## src/rtl/otter_dcache_pkg.sv

```systemverilog
// Shared types and address-field helpers for the OTTER direct-mapped data cache.
package otter_dcache_pkg;

  typedef enum logic [1:0] {
    IDLE      = 2'd0,
    WRITEBACK = 2'd1,
    ALLOCATE  = 2'd2
  } dcache_state_t;

  localparam int ADDR_W    = 32;
  localparam int BYTE_BITS = 2;

  // Bits below the index: byte offset plus word-in-line select.
  function automatic int off_bits(input int words);
    return $clog2(words) + BYTE_BITS;
  endfunction

  function automatic int tag_bits(input int lines, input int words);
    return ADDR_W - off_bits(words) - $clog2(lines);
  endfunction

endpackage

```

## src/rtl/dcache_line_store.sv

```systemverilog
// Tag/data/valid/dirty storage for the data cache; one shared line index for all ports.
module dcache_line_store #(
  parameter  int LINES = 16,
  parameter  int WORDS = 4,
  parameter  int TAG_W = 24,
  localparam int IDX_W = $clog2(LINES),
  localparam int WRD_W = $clog2(WORDS)
) (
  input  logic                  clk,
  input  logic                  rst_n,
  input  logic [IDX_W-1:0]      idx,
  output logic [TAG_W-1:0]      rd_tag,
  output logic [WORDS*32-1:0]   rd_line,
  output logic                  rd_valid,
  output logic                  rd_dirty,
  input  logic                  wr_en,
  input  logic [WRD_W-1:0]      wr_word,
  input  logic [3:0]            wr_be,
  input  logic [31:0]           wr_data,
  input  logic                  fill_en,
  input  logic [TAG_W-1:0]      fill_tag,
  input  logic [WORDS*32-1:0]   fill_line,
  input  logic                  clean_en
);

  logic [TAG_W-1:0]    tag_mem  [LINES];
  logic [WORDS*32-1:0] data_mem [LINES];
  logic [LINES-1:0]    valid_q;
  logic [LINES-1:0]    dirty_q;

  assign rd_tag   = tag_mem[idx];
  assign rd_line  = data_mem[idx];
  assign rd_valid = valid_q[idx];
  assign rd_dirty = dirty_q[idx];

  // Payload arrays carry no reset; valid bits gate any use of stale contents.
  always_ff @(posedge clk) begin
    if (fill_en) begin
      tag_mem[idx]  <= fill_tag;
      data_mem[idx] <= fill_line;
    end else if (wr_en) begin
      for (int w = 0; w < WORDS; w++) begin
        for (int b = 0; b < 4; b++) begin
          if (wr_word == WRD_W'(w) && wr_be[b]) begin
            data_mem[idx][w*32 + b*8 +: 8] <= wr_data[b*8 +: 8];
          end
        end
      end
    end
  end

  always_ff @(posedge clk or negedge rst_n) begin
    if (!rst_n) begin
      valid_q <= '0;
      dirty_q <= '0;
    end else if (fill_en) begin
      valid_q[idx] <= 1'b1;
      dirty_q[idx] <= 1'b0;
    end else begin
      if (wr_en)    dirty_q[idx] <= 1'b1;
      if (clean_en) dirty_q[idx] <= 1'b0;
    end
  end

endmodule

```

## src/rtl/otter_dcache_ctrl.sv

```systemverilog
// Direct-mapped write-back/write-allocate data cache controller for the OTTER MEM stage.
// Optional hit/miss counters are enabled with the DCACHE_STATS_EN macro.
module otter_dcache_ctrl #(
  parameter int LINES = 16,
  parameter int WORDS = 4
) (
  input  logic                DC_CLK,
  input  logic                DC_RESET_N,
  input  logic                DC_MEMREAD,
  input  logic                DC_MEMWRITE,
  input  logic [31:0]         DC_ADDR,
  input  logic [3:0]          DC_BE,
  input  logic [31:0]         DC_WDATA,
  output logic [31:0]         DC_RDATA,
  output logic                DC_STALL,
  output logic                MEM_REQ,
  output logic                MEM_WE,
  output logic [31:0]         MEM_ADDR,
  output logic [WORDS*32-1:0] MEM_WDATA,
  input  logic                MEM_ACK,
  input  logic [WORDS*32-1:0] MEM_RDATA,
  output logic [1:0]          DC_DBG_STATE
`ifdef DCACHE_STATS_EN
  ,
  output logic [31:0]         DC_HITS,
  output logic [31:0]         DC_MISSES
`endif
);
  import otter_dcache_pkg::*;

  localparam int OFF_W = off_bits(WORDS);
  localparam int IDX_W = $clog2(LINES);
  localparam int WRD_W = $clog2(WORDS);
  localparam int TAG_W = tag_bits(LINES, WORDS);

  // Handshakes: a pipeline request (MEMREAD|MEMWRITE) completes on the rising edge
  // where DC_STALL=0; a memory transfer holds MEM_REQ and its payload steady until
  // the edge where MEM_ACK=1, and MEM_ACK without MEM_REQ is ignored.

  dcache_state_t       state_q, state_d;
  logic [IDX_W-1:0]    req_idx;
  logic [TAG_W-1:0]    req_tag;
  logic [WRD_W-1:0]    req_word;
  logic [TAG_W-1:0]    rd_tag;
  logic [WORDS*32-1:0] rd_line;
  logic                rd_valid, rd_dirty;
  logic                access, hit, ack_ok, miss_start;
  logic                store_hit, fill_en, clean_en, stall;
  logic [31:0]         sel_word, rdata;
  logic                mem_req_q, mem_we_q;
  logic [31:0]         mem_addr_q;
  logic [WORDS*32-1:0] mem_wdata_q;
  logic                addr_unused;

  assign req_idx     = DC_ADDR[OFF_W +: IDX_W];
  assign req_tag     = DC_ADDR[31 -: TAG_W];
  assign req_word    = DC_ADDR[2 +: WRD_W];
  assign addr_unused = ^DC_ADDR[1:0];

  assign access     = DC_MEMREAD | DC_MEMWRITE;
  assign hit        = rd_valid && (rd_tag == req_tag);
  assign ack_ok     = MEM_ACK && mem_req_q;
  assign miss_start = (state_q == IDLE) && access && !hit;

  dcache_line_store #(.LINES(LINES), .WORDS(WORDS), .TAG_W(TAG_W)) u_store (
    .clk      (DC_CLK),
    .rst_n    (DC_RESET_N),
    .idx      (req_idx),
    .rd_tag   (rd_tag),
    .rd_line  (rd_line),
    .rd_valid (rd_valid),
    .rd_dirty (rd_dirty),
    .wr_en    (store_hit),
    .wr_word  (req_word),
    .wr_be    (DC_BE),
    .wr_data  (DC_WDATA),
    .fill_en  (fill_en),
    .fill_tag (req_tag),
    .fill_line(MEM_RDATA),
    .clean_en (clean_en)
  );

  always_comb begin
    sel_word = '0;
    for (int w = 0; w < WORDS; w++) begin
      if (req_word == WRD_W'(w)) sel_word = rd_line[w*32 +: 32];
    end
  end

  always_comb begin
    state_d   = state_q;
    stall     = 1'b0;
    store_hit = 1'b0;
    fill_en   = 1'b0;
    clean_en  = 1'b0;
    rdata     = '0;
    case (state_q)
      IDLE: begin
        if (access && hit) begin
          store_hit = DC_MEMWRITE;
          if (!DC_MEMWRITE) rdata = sel_word;
        end else if (access) begin
          stall   = 1'b1;
          state_d = rd_dirty ? WRITEBACK : ALLOCATE;
        end
      end
      WRITEBACK: begin
        stall = 1'b1;
        if (ack_ok) begin
          clean_en = 1'b1;
          state_d  = ALLOCATE;
        end
      end
      ALLOCATE: begin
        stall = 1'b1;
        if (ack_ok) begin
          fill_en = 1'b1;
          state_d = IDLE;
        end
      end
      default: state_d = IDLE;
    endcase
  end

  // Reset must quiet the pipeline outputs immediately, even with a request held.
  assign DC_STALL     = stall && DC_RESET_N;
  assign DC_RDATA     = DC_RESET_N ? rdata : 32'h0;
  assign DC_DBG_STATE = state_q;

  always_ff @(posedge DC_CLK or negedge DC_RESET_N) begin
    if (!DC_RESET_N) begin
      state_q     <= IDLE;
      mem_req_q   <= 1'b0;
      mem_we_q    <= 1'b0;
      mem_addr_q  <= '0;
      mem_wdata_q <= '0;
    end else begin
      state_q <= state_d;
      if (miss_start) begin
        mem_req_q   <= 1'b1;
        mem_we_q    <= rd_dirty;
        mem_addr_q  <= rd_dirty ? {rd_tag, req_idx, {OFF_W{1'b0}}}
                                : {req_tag, req_idx, {OFF_W{1'b0}}};
        mem_wdata_q <= rd_line;
      end else if (state_q == WRITEBACK && ack_ok) begin
        mem_we_q   <= 1'b0;
        mem_addr_q <= {req_tag, req_idx, {OFF_W{1'b0}}};
      end else if (state_q == ALLOCATE && ack_ok) begin
        mem_req_q <= 1'b0;
      end
    end
  end

  assign MEM_REQ   = mem_req_q;
  assign MEM_WE    = mem_we_q;
  assign MEM_ADDR  = mem_addr_q;
  assign MEM_WDATA = mem_wdata_q;

`ifdef DCACHE_STATS_EN
  logic        miss_pend_q;
  logic [31:0] hits_q, misses_q;

  // The hit that finally completes a missed request is not a separate hit.
  always_ff @(posedge DC_CLK or negedge DC_RESET_N) begin
    if (!DC_RESET_N) begin
      miss_pend_q <= 1'b0;
      hits_q      <= '0;
      misses_q    <= '0;
    end else begin
      if (miss_start) begin
        miss_pend_q <= 1'b1;
        misses_q    <= misses_q + 32'd1;
      end else if (state_q == IDLE && access && hit) begin
        miss_pend_q <= 1'b0;
        if (!miss_pend_q) hits_q <= hits_q + 32'd1;
      end
    end
  end

  assign DC_HITS   = hits_q;
  assign DC_MISSES = misses_q;
`endif

endmodule

```

## config.mk

```make
export PLATFORM = sky130hd
export DESIGN_NAME = otter_dcache_ctrl
export DESIGN_NICKNAME = d
export VERILOG_FILES = /design/src/rtl/otter_dcache_pkg.sv /design/src/rtl/dcache_line_store.sv /design/src/rtl/otter_dcache_ctrl.sv
export SDC_FILE = /design/constraint.sdc
export NUM_CORES = 2
export LEC_CHECK = 0
export CORE_MARGIN = 10
export CORE_UTILIZATION = 57
export CTS_BUF_LIST = sky130_fd_sc_hd__clkbuf_8
export DETAILED_ROUTE_END_ITERATION = 10
export GPL_ROUTABILITY_DRIVEN = 0
export HOLD_SLACK_MARGIN = 0.1
export PLACE_DENSITY = 0.89
export SLEW_MARGIN = 20
export SYNTH_ARGS = -nofsm -noshare
export SYNTH_HDL_FRONTEND = slang
export SYNTH_SLANG_ARGS = --single-unit
```

## constraint.sdc

```tcl
create_clock -name DC_CLK -period 4 [get_ports DC_CLK]
set_input_delay 0.4 -clock DC_CLK [delete_from_list [all_inputs] [get_ports DC_CLK]]
set_output_delay 0.4 -clock DC_CLK [all_outputs]
set_load 0.01 [all_outputs]
```

==> results.yml, run 1 <==
status:
  error: "[ERROR GRT-0232] Routing congestion too high. Check the congestion heatmap in the GUI."
  status: "aborted with a tool error"
  stop_stage: "global routing (5_1_grt)"
die:
  ioPinCount: 398
  start_util_pct: 57.5
  dieHeight_um: 448
  rows: 156
  die-width_um: 448
place:
  hpwl_mm: 233
  numPortBuffers: 391
global_routing:
  track_usage_pct: 65.6
  grt_max_degree: 125
  gr-total-overflow: 8
  antenna_found_initial: 173
yosys:
  synth_area_um2: 104000
  synth_edf_count: 2432
  synthArstFlopShare_pct: 7.32
  syn_avg_cell_area_um2: 21.7
  ys_seq_area_share_pct: 74.7
  synth_ff_type: "edfxtp_1"
  netlist_instances: 4798
  ys_warn_count: 0
  ys_seq_elements: 2624
  synth.distinct_cells: 70
clock_network:
  htreeDepth: 5
  clk_path_buf_depth: 4
  cts-root-buf: "clkbuf_8"
  cts_num_sinks: 2624
  cts_made_buffers: 403
sta:
  worst_path_end_type: "top-level output"
  timing.grt.repair.worst_endpoint: "DC_RDATA[12]"
-- what timing repair did --
action	in CTS
gates resized for setup	416
cloned	24
hold buffers	13
hold endpoints to repair	98
endpoints found under the setup margin	3271
pin swaps	25
buffers inserted	33
-- metal layers --
metal	GRT overflow	global-route usage [%]
met1	0	59.3
met3	2	63.2
met4	2	64.0
met2	4	76.2
met5	0	51.4
-- kinds of logic after synthesis --
kind of cell | Yosys count | share of synthesized area (%)
adder cells (fa/ha/maj) | 4 | 0.0480
flip-flops | 2624 | 74.7
multiplexers | 1119 | 20.1
AND/OR/NAND/NOR | 547 | 2.40
buffers and inverters | 297 | 1.34
XOR/XNOR | 18 | 0.151
AO/OA/AOI/OAI | 188 | 1.29
other | 1 | 0.00360
-- synth_stat cells (all sizes together), types with 5 or more instances --
cell type,number,area [um^2]
nor2,330,1240
a221oi,6,52.6
mux2i,88,881
a21oi,29,145
nand3,39,328
a221o,23,230
mux4,749,16900
or2,20,125
edfxtp,2432,73000
and3,5,31.3
nor2b,39,244
nand4,5,31.3
a22oi,20,150
o21a,5,37.5
a31oi,37,238
o21ai,17,85.1
clkbuf,148,556
nor3,20,111
nand2b,5,31.3
nand2,69,259
xnor2,11,96.3
inv,16,60.1
o22ai,14,87.6
dfrtp,192,4800
mux2,282,3180
buf,132,779
xor2,7,61.3
-- through the flow --
stage                      TNS, ns  setup slack [ns]  hold slack [ns]  cells  cell area (um^2)
after CTS                  -321.26            -0.853            0.102   8901            126000
after detailed placement  -2324.84            -0.971            0.450   8117            117000
after global placement    -1482.63            -0.880            0.445   8117            117000
after floorplan             -39.04           -0.0564            0.104   4801            104000
==> inputs of run 2 (changes only) <==
--- a/config.mk
+++ b/config.mk
@@ -6,12 +6,10 @@
 export NUM_CORES = 2
 export LEC_CHECK = 0
 export CORE_MARGIN = 10
-export CORE_UTILIZATION = 57
-export CTS_BUF_LIST = sky130_fd_sc_hd__clkbuf_8
+export CORE_UTILIZATION = 40
 export DETAILED_ROUTE_END_ITERATION = 10
 export GPL_ROUTABILITY_DRIVEN = 0
-export HOLD_SLACK_MARGIN = 0.1
-export PLACE_DENSITY = 0.89
+export PLACE_DENSITY_LB_ADDON = 0.15
 export SLEW_MARGIN = 20
 export SYNTH_ARGS = -nofsm -noshare
 export SYNTH_HDL_FRONTEND = slang
==> constraint.sdc (replaced) <==
create_clock -name DC_CLK -period 5.2 [get_ports DC_CLK]
set_input_delay 0.52 -clock DC_CLK [delete_from_list [all_inputs] [get_ports DC_CLK]]
set_output_delay 0.52 -clock DC_CLK [all_outputs]
set_load 0.01 [all_outputs]
==> run 2 against run 1 <==
Synthesized cell count unchanged. The run now ends clean. Area after synthesis unchanged.
==> results.yml, run 2 <==
detailed_routing:
  drt_iter0_markers: 6827
  vias: 54700
  drt-wirelength-per-cell_um: 35.2
  drc: 0
  wl_mm: 332
  viasPerCell: 5.79
  firstDrtPassIters: 5
  antenna_left: 0
setup_path:
  critical-path-slowest-cell: "clkdlybuf4s50_1"
  crit_path_end_kind: "output pin"
  critPathMaxFanout: 29
  worstPathArrival_ns: 4.53
  worstSetupPathType: "reg2out"
  worst_path_most_repeated_cell: "buf_4"
  crit_path_max_incr_delay_ns: 0.56
  crit_chain: "mux2_2, o22ai_1, or2_2, o221ai_1, o41ai_1, buf_4, nand3_1, nor2_2, nand3_2, buf_12, buf_4, nor2b_1, clkdlybuf4s50_1"
  cp.required_ns: 4.68
  start_kind: "flop"
finish:
  area_growth_pct: 20.0
  layout-drive-gt1-share_pct: 34.8
  nets: 5985
  layout_common_cells: "edfxtp_1 (2432), mux4_2 (749), buf_4 (536)"
  finish.utilization_pct: 48.2
  top_register: "u_store.data_mem"
  largest_register_ffs: 2048
  final_common_cell: "edfxtp_1"
clock_network:
  cts_num_sinks: 2624
  cts_made_buffers: 302
  clk_path_buf_depth: 4
  htreeDepth: 5
  postCtsSetupBuffers: 0
  cts_tree: "built"
  clkLatencyLatePin_ns: 0.96
  clkTransAtPathRegs_ns: 0.06
  cts-root-buf: "clkbuf_16"
yosys:
  synth_edf_count: 2432
  yosysTopAreaCell: "edfxtp_1"
  ys_warn_count: 0
  synth_area_leaders: "edfxtp_1 (70%), mux4_2 (16%), dfrtp_1 (4.6%), mux2_2 (3.0%), nor2_1 (1.2%)"
  ys_seq_elements: 2624
  synthArstFlopShare_pct: 7.32
  netlist_instances: 4798
  ys_seq_area_share_pct: 74.7
  syn_avg_cell_area_um2: 21.7
  synth.distinct_cells: 70
  synth_common_cells: "edfxtp_1 (2432), mux4_2 (749), nor2_1 (330), mux2_2 (282), dfrtp_1 (192)"
  synth_area_um2: 104000
  synth_top_area_share_pct: 70.1
  post-synth-top-count-cell: "edfxtp_1"
  synth_ff_type: "edfxtp_1"
run:
  drv_cap: 0
pwr:
  ir_drop_mv: 0.304
  power.density_nw_per_um2: 364
  p_leak_nw: 41.4
sta:
  finalHoldViolations: 0
  tightest_slew_ns: 1.26
  fin_crit_sh_pct: 97.1
  final_max_slew_viol_count: 0
  rsz0062_at_grt: "false"
  fin_tns_setup_ns: 0
  whs_ns: 0.148
  maxSlewHeadroom_pct: 15.7
  setup_viol: 0
  fmax_mhz: 198
  min_period_ns: 5.05
  fin_skew_ns: 0.0865
global_routing:
  antenna_found_initial: 71
  track_usage_pct: 23.2
  grt_pass1_vias: 54500
  grt_first_pass_wirelength_mm: 453
  gr-total-overflow: 0
  grt_max_degree: 118
die:
  ioPinCount: 398
  die-area_um2: 281000
  start_util_pct: 40.2
  core_area_um2: 259000
  die-width_um: 530
  rows: 187
  dieHeight_um: 530
place:
  numPortBuffers: 391
  hpwl_mm: 225
hold_path:
  hp-class: "in2async"
status:
  status: "finished clean"
[run 2: cell counts after synthesis]
Identical to the previous run, type by type.
[run 2: cell type report]
cell class / instances / area [um^2]
Antenna cell: 41 / 103
Clock buffer: 404 / 8170
Clock inverter: 113 / 873
Fill cell: 21300 / 134000
Inverter: 17 / 71.3
Multi-Input combinational cell: 1880 / 25300
Sequential cell: 2624 / 77800
Tap cell: 3402 / 4260
Timing Repair Buffer: 955 / 8520
[run 2: kinds of logic (layout without fill, tap and decap cells)]
kind of cell               Yosys count  in the layout  synth area share, %
muxes                             1119           1119                 20.1
AOI/OAI and AO/OA                  188            188                 1.29
and+or+nand+nor                    547            547                 2.40
adders and majority gates            4              4               0.0480
DFF                               2624           2624                 74.7
other                                1             45              0.00360
xor gates and xnor gates            18             18                0.151
buffers and inverters              297           1489                 1.34
[run 2: per-layer routing]
metal / global-route usage, % / vias to the layer above / wire, um
li1: - / 22100 / -
met1: 32.1 / 29800 / 135000
met2: 37.8 / 2388 / 162000
met3: 4.06 / 436 / 24500
met4: 6.69 / 12 / 9970
met5: 0 / - / 70
[run 2: worst max-delay path, delay by kind of cell, from the launching register on]
family | cells | cell delay (ns)
buffers and inverters | 4 | 1.19
and+or+nand+nor | 5 | 0.86
AOI/OAI and AO/OA | 3 | 0.83
DFF | 1 | 0.35
muxes | 1 | 0.26
[run 2: stage by stage]
stage               std cells  setup WS, ns  instance area [um^2]  power [mW]
floorplan                4801         0.842                104000        24.8
global placement         8876         0.135                116000        26.1
detailed placement       8877         0.140                116000        26.1
CTS                      9395        0.0807                125000        45.8
global route             9405        0.0225                125000        46.8
finish                   9436         0.149                125000        45.5
[run 2: timing repair]
item                       in CTS  in global routing
resized for setup               3                  4
setup endpoints to repair      10                 11
hold endpoints to repair       55                  0
hold buffers                    1                  0
[run 2: where the power goes]
| group | internal (mW) | total (mW) | switching [mW] |
|---|---|---|---|
| clock | 11.6 | 19.8 | 8.28 |
| combinational | 0.966 | 2.61 | 1.64 |
| sequential | 23.1 | 23.1 | 0 |
[run 2: path summary, 6_finish.rpt]
check	start	endpoint	slack [ns]	cells past startpoint
setup / recovery	u_store.tag_mem[7][9]	DC_RDATA[28]	0.15	13
hold / removal	DC_RESET_N	MEM_WE	0.15	2
setup reg to reg	u_store.tag_mem[7][9]	u_store.data_mem[3][52]	1.09	12
hold reg to reg	u_store.valid_q[9]	u_store.valid_q[9]	0.46	1
max in group asynchronous	DC_RESET_N	MEM_WDATA[39]	3.64	3
min in group DC_CLK	DC_ADDR[7]	flop	0.16	3
Power figures use the tool's default switching activity.
